<file path="config.mk">
export PLATFORM = sky130hd
export DESIGN_NAME = toggle_ff_bank
export DESIGN_NICKNAME = d
export VERILOG_FILES = /design/src/rtl/toggle_ff_bank.sv
export SDC_FILE = /design/constraint.sdc
export NUM_CORES = 1
export LEC_CHECK = 0
export CAP_MARGIN = 5
export CORE_MARGIN = 2
export CORE_UTILIZATION = 54
export CTS_CLUSTER_SIZE = 14
export DETAILED_ROUTE_END_ITERATION = 6
export GPL_ROUTABILITY_DRIVEN = 0
export GPL_TIMING_DRIVEN = 0
export PLACE_DENSITY = 0.84
export SYNTH_ARGS = -nofsm -noshare
export SYNTH_HDL_FRONTEND = slang
export SYNTH_SLANG_ARGS = --single-unit
</file>
<file path="constraint.sdc">
create_clock -name clk -period 3.1 [get_ports clk]
set_input_delay 0.775 -clock clk [delete_from_list [all_inputs] [get_ports clk]]
set_output_delay 0.775 -clock clk [all_outputs]
set_load 0.01 [all_outputs]
</file>
<file path="src/rtl/toggle_ff_bank.sv">
// Purpose : bank of CHANNELS run-time configurable flip-flops (T-level, T-edge, D, hold)
//           with optional input synchroniser, per-channel wrapping transition counters
//           and a registered aggregate toggle flag.
// Latency : in_bits -> q is SYNC_STAGES+1 clock edges; counters/any_toggle update with q.
// Backpressure: none; every input is sampled every cycle.
//
// Ports:
//   clk, rst        clock and synchronous active-high reset
//   in_bits         per-channel data/toggle inputs (may be asynchronous when SYNC_STAGES>0)
//   cfg_we/ch/mode  per-channel mode write (0 T-level, 1 T-edge, 2 D, 3 hold)
//   load/load_val   parallel preload of q, overrides mode behaviour for that cycle
//   q, qbar         flip-flop state and its complement
//   toggle_cnt      channel i counter in bits [i*COUNT_W +: COUNT_W]
//   any_toggle      high in the cycle after an edge where any q bit changed by mode behaviour
module toggle_ff_bank #(
  parameter int CHANNELS    = 4,
  parameter int SYNC_STAGES = 2,
  parameter int COUNT_W     = 8,
  localparam int CH_W       = (CHANNELS > 1) ? $clog2(CHANNELS) : 1
) (
  input  logic                        clk,
  input  logic                        rst,
  input  logic [CHANNELS-1:0]         in_bits,
  input  logic                        cfg_we,
  input  logic [CH_W-1:0]             cfg_ch,
  input  logic [1:0]                  cfg_mode,
  input  logic                        load,
  input  logic [CHANNELS-1:0]         load_val,
  output logic [CHANNELS-1:0]         q,
  output logic [CHANNELS-1:0]         qbar,
  output logic [CHANNELS*COUNT_W-1:0] toggle_cnt,
  output logic                        any_toggle
);

  typedef enum logic [1:0] {
    MODE_T_LEVEL = 2'd0,
    MODE_T_EDGE  = 2'd1,
    MODE_D       = 2'd2,
    MODE_HOLD    = 2'd3
  } mode_e;

  // One extra bit so CHANNELS itself is representable for the range check.
  localparam logic [CH_W:0] CH_LIMIT = (CH_W+1)'(CHANNELS);

  logic [CHANNELS-1:0]              w_s;
  logic [CHANNELS-1:0]              w_edge;
  logic [CHANNELS-1:0]              w_q_nxt;
  logic [CHANNELS-1:0]              w_chg;
  logic                             w_cfg_hit;

  logic [CHANNELS-1:0]              r_q;
  logic [CHANNELS-1:0]              r_prev;
  logic                             r_any;
  logic [CHANNELS-1:0][COUNT_W-1:0] r_cnt;
  mode_e                            r_mode [CHANNELS];

  // Input synchroniser; zero stages passes the inputs straight through.
  generate
    if (SYNC_STAGES == 0) begin : g_nosync
      assign w_s = in_bits;
    end else begin : g_sync
      logic [CHANNELS-1:0] r_sync [SYNC_STAGES];

      always_ff @(posedge clk) begin
        if (rst) begin
          for (int k = 0; k < SYNC_STAGES; k++) begin
            r_sync[k] <= '0;
          end
        end else begin
          r_sync[0] <= in_bits;
          for (int k = 1; k < SYNC_STAGES; k++) begin
            r_sync[k] <= r_sync[k-1];
          end
        end
      end

      assign w_s = r_sync[SYNC_STAGES-1];
    end
  endgenerate

  // Mode behaviour: next q per channel, evaluated with the mode currently stored.
  always_comb begin
    w_edge  = w_s & ~r_prev;
    w_q_nxt = r_q;
    for (int i = 0; i < CHANNELS; i++) begin
      case (r_mode[i])
        MODE_T_LEVEL: if (w_s[i])    w_q_nxt[i] = ~r_q[i];
        MODE_T_EDGE:  if (w_edge[i]) w_q_nxt[i] = ~r_q[i];
        MODE_D:       w_q_nxt[i] = w_s[i];
        MODE_HOLD:    w_q_nxt[i] = r_q[i];
        default:      w_q_nxt[i] = r_q[i];
      endcase
    end
    // A D-mode write of the same value leaves this bit clear, so it is not counted.
    w_chg = w_q_nxt ^ r_q;
  end

  // Writes to non-existent channels are dropped.
  assign w_cfg_hit = cfg_we && ({1'b0, cfg_ch} < CH_LIMIT);

  always_ff @(posedge clk) begin
    if (rst) begin
      r_q    <= '0;
      r_prev <= '0;
      r_cnt  <= '0;
      r_any  <= 1'b0;
      for (int k = 0; k < CHANNELS; k++) begin
        r_mode[k] <= MODE_T_LEVEL;
      end
    end else begin
      // Edge history advances even on load cycles, so an edge seen during load is lost.
      r_prev <= w_s;
      if (load) begin
        r_q   <= load_val;
        r_any <= 1'b0;
      end else begin
        r_q   <= w_q_nxt;
        r_any <= |w_chg;
        for (int i = 0; i < CHANNELS; i++) begin
          if (w_chg[i]) begin
            r_cnt[i] <= r_cnt[i] + COUNT_W'(1);
          end
        end
      end
      // The new mode takes effect from the following edge; this edge used the old one.
      if (w_cfg_hit) begin
        r_mode[cfg_ch] <= mode_e'(cfg_mode);
      end
    end
  end

  assign q          = r_q;
  assign qbar       = ~r_q;
  assign toggle_cnt = r_cnt;
  assign any_toggle = r_any;

endmodule
</file>
; Word level (Yosys, flattened, before mapping)
; Memories as Yosys holds them, arrays and structs flattened.
; Cells that the tools add are included.
[totals]
reg_bits = 41
mem_bits_rw = 16
elab_cells = 71
memories = 2
[mem_list]
columns = name, words, word_bits, read_ports, rd_clocked_by_memory_dff, write_ports, line_no
row1 = g_sync.r_sync, 2, 4, 2, 0, 2, 62  ; logic [CHANNELS-1:0] r_sync [SYNC_STAGES];
row2 = r_mode, 4, 2, 4, 0, 4, 55  ; mode_e r_mode [CHANNELS];
[op_classes]
addsub = 4
n_eq_ne = 12
muxes = 24
bitwise_logic = 11
n_reduce_logical = 11
[ops]
columns = cell, n
row1 = $add 8x1->8 const B, 4
row2 = $eq 2x2->1 const B, 8
row3 = $pmux 1 s4, 4
row4 = $mux 1, 15
row5 = $mux 4, 3
row6 = $eq 2x1->1 const B, 4
row7 = $logic_not 2->1, 4
row8 = $not 4->4, 2
row9 = $reduce_and 2->1, 4
row10 = $not 1->1, 5
row11 = $and 4x4->4, 1
row12 = $mux 2, 2
row13 = $reduce_or 2->1, 2
row14 = $reduce_or 4->1, 1
row15 = $xor 4x4->4, 1
row16 = $or 1x1->1, 2

; Longest topological paths before layout
[depth]
ltp_word = 6
mapped_depth = 6
depth_no_buf = 6

; Least setup slack after synthesis
; Ideal clock, no wire load.
[synth_path]
kind = reg-to-reg
start = memory r_mode[2][0] (netlist name)
end = register r_cnt, in the netlist toggle_cnt[21]
setup_ns = 0.121
t_arrival_ns = 1.758
setup_slack_ns = 1.221
path_stages_with_launch = 7
cell_sequence = edfxtp_1 nand2b_1 o32a_4 and2_4 buf_6 nor4_1 mux2_2
[synth_lines]
columns = item, line_no
row1 = from (decl), 55
row2 = "to (signal, indexed assignment)", 121  ; r_cnt[i] <= r_cnt[i] + COUNT_W'(1);
row3 = to (decl), 54  ; logic [CHANNELS-1:0][COUNT_W-1:0] r_cnt;

==> run metrics <==
outcome=completed; hold slack=between 0.4 and 0.5 ns; n_diodes=0; Power Total=about 1.5 mW; CP Class=input pin to flip-flop; worst endpoint required time=3.13 ns; worst slack, placed=0.3966 ns; pwr dens=around 440 mW/mm²; worst-margin pin slew=between 0.7 and 0.8 ns; Starting Density=0.5574; TritonRoute pass-1 iters=4; Main synth FF type=dfxtp_1; crit path DAT=2.33 ns; ys async rst share=0; hold_buf cts=0; total placed cells including tap cells=406; Rows=25; Overflow after GRT=0; share of power burned in registers=0.525; worst clock skew=about 0.0054 ns; # setup viols final=0; Final WS setup=0.7968 ns; Crit. End Element=flip-flop; Mapped Nets=about 300; Avg Synthesized Cell Area=roughly 9.3 µm²; Die H=between 70 and 80 µm; root buf cell=clkbuf_8; core footprint=0.004723 mm²; # resized after CTS=0; Die Area=about 0.0054 mm²; initial antenna violation count=0; Layout area overhead=30.23%; Comb pwr share=0.095; max_slew headroom=0.5297; main area contributors after synthesis=dfxtp_1, edfxtp_1, xnor2_1; synthesis-stage register bit count=57; clock share of power=0.380; Peak Freq=about 0.43 GHz; Layout Cells excl Fill=422; Die W=73.82 µm; top-area cell type share of the netlist area=0.3726; max-cap check violation count=0; clock buffer depth=2; crit path cell chain=clkdlybuf4s50_1, clkbuf_1, clkbuf_1, o21bai_1; Ys Warns=0; WL/cell=12.67 µm; P_int=between 1 and 1.5 mW; Final Hold Viols=0; leakage=roughly 1.2 nW; TNS Setup=0 ns; critical path fanouts, max=10; Startpoint Class=input pin; Synth area leader=dfxtp_1; Post-DP HPWL=between 3000 and 4000 µm; Post-Synthesis Cell Area=0.002633 mm²; Sw Pwr=approximately 360 µW; Final Cell Area=0.003428 mm²; post-synthesis sequential area ratio=0.4639; most common cell in the netlist=dfxtp_1; CTS Buf Count=9; Max Slew Vio Count=0; Final period util=0.7430; slowest cell on the critical path=clkdlybuf4s50_1; Final Util=0.7258; port bufs=between 50 and 60; final WL=5346 µm; Clock transition at path regs=0.06 ns; GRT Util Overall=0.2135; Switching Share=0.2358; remaining antenna violation count=0; Post-synth EDFFs=8; Synth top cells by count=dfxtp_1, nor2_1, a21oi_1; Worst VDD drop=about 340 µV; RSZ-0062 raised after global routing=false; pin count of the biggest net entering global routing=11; Nets=370; post-CTS setup repair buffer count=0; Starting DRT DRC Count=92; clk_lat worst skew=around 0.34 ns; via count=between 2k and 2.5k; slowest stage delay, CP=about 0.50 ns; # IOs=between 50 and 60; Post-Synthesis Cells=between 200 and 300; CTS tree=built; min-delay worst type=flip-flop to flip-flop; first-pass GRT wire length=about 8700 µm; most numerous cell on the critical path=clkbuf_1; layout cells sized above 1=0.07042; Final min period=2.303 ns; via count of the first global-routing pass=approximately 2.0k; Synth cell types=43; post-DR vias/cell=5.232; placed cell areas=between 0.003 and 0.004 mm²; Remaining DRCs=0; Clock Sinks=between 50 and 60; H-tree depth=3
power by group through the flow:
stage	logic, mW	registers [mW]	clock network, mW
global route	0.157	0.797	0.627
detailed placement	0.143	0.810	0
finish	0.143	0.795	0.575
CTS	0.144	0.794	0.595
floorplan	0.0796	0.808	0
global placement	0.139	0.809	0
layer usage:
layer  part of all wire  track usage  wire, µm
met1               0.44       0.2399      2334
met5                  0            0         0
met2               0.49       0.3502      2627
met4              0.022      0.09697       116
met3              0.050      0.09053       267
layout make-up:
class	count	area, µm²
multi-input combinational	208	1333
fill	359	1295
buffer	11	48.80
sequential	57	1221
clock inverter	1	5.005
inverter	8	30.03
timing repair buffer	55	550.5
tap	67	83.83
clock buffer	15	156.4
critical path: cells and delay by family:
kind                   cells  cell delay (ns)
buffers and inverters      3             1.34
AOI/OAI and AO/OA          1             0.22
registers in the layout, indices dropped and copies added (netlist names):
name	count
g_sync.r_sync	8
any_toggle	1
r_prev	4
q	4
r_mode	8
toggle_cnt	32
placed cells by master (no fill, tap or decap), types with 4 or more instances in the layout:
cell             instances
dfxtp_1                 49
nand3_1                 10
edfxtp_1                 8
nand4b_1                 4
xnor2_1                 23
clkbuf_1                15
clkdlybuf4s50_1         55
nand2_1                 14
clkbuf_8                10
a2111oi_2                4
a21oi_1                 25
nand2b_1                11
nor3b_1                  4
nor2_1                  44
a2111oi_0                4
ha_1                     4
inv_1                    7
nor2b_1                 16
a211oi_1                 8
worst paths after layout:
| check | from | endpoint | slack, ns | cells after the start |
|---|---|---|---|---|
| max | rst | r_mode[2][0] | 0.80 | 4 |
| min | g_sync.r_sync[0][3] | g_sync.r_sync[0][7] | 0.44 | 1 |
| max reg2reg | r_mode[2][0] | toggle_cnt[21] | 1.06 | 6 |
| min reg2reg | g_sync.r_sync[0][3] | g_sync.r_sync[0][7] | 0.44 | 1 |
cells by family (layout without fill, tap and decap cells):
family,count (synthesis),after routing,synth area share
AOI/OAI and AO/OA,54,54,0.1507
muxes,6,6,0.02424
xor gates and xnor gates,23,23,0.07652
buffers and inverters,19,90,0.02994
DFF,57,57,0.4639
adders and majority gates,4,4,0.01901
and+or+nand+nor,121,121,0.2357
Power figures use the tool's default switching activity.
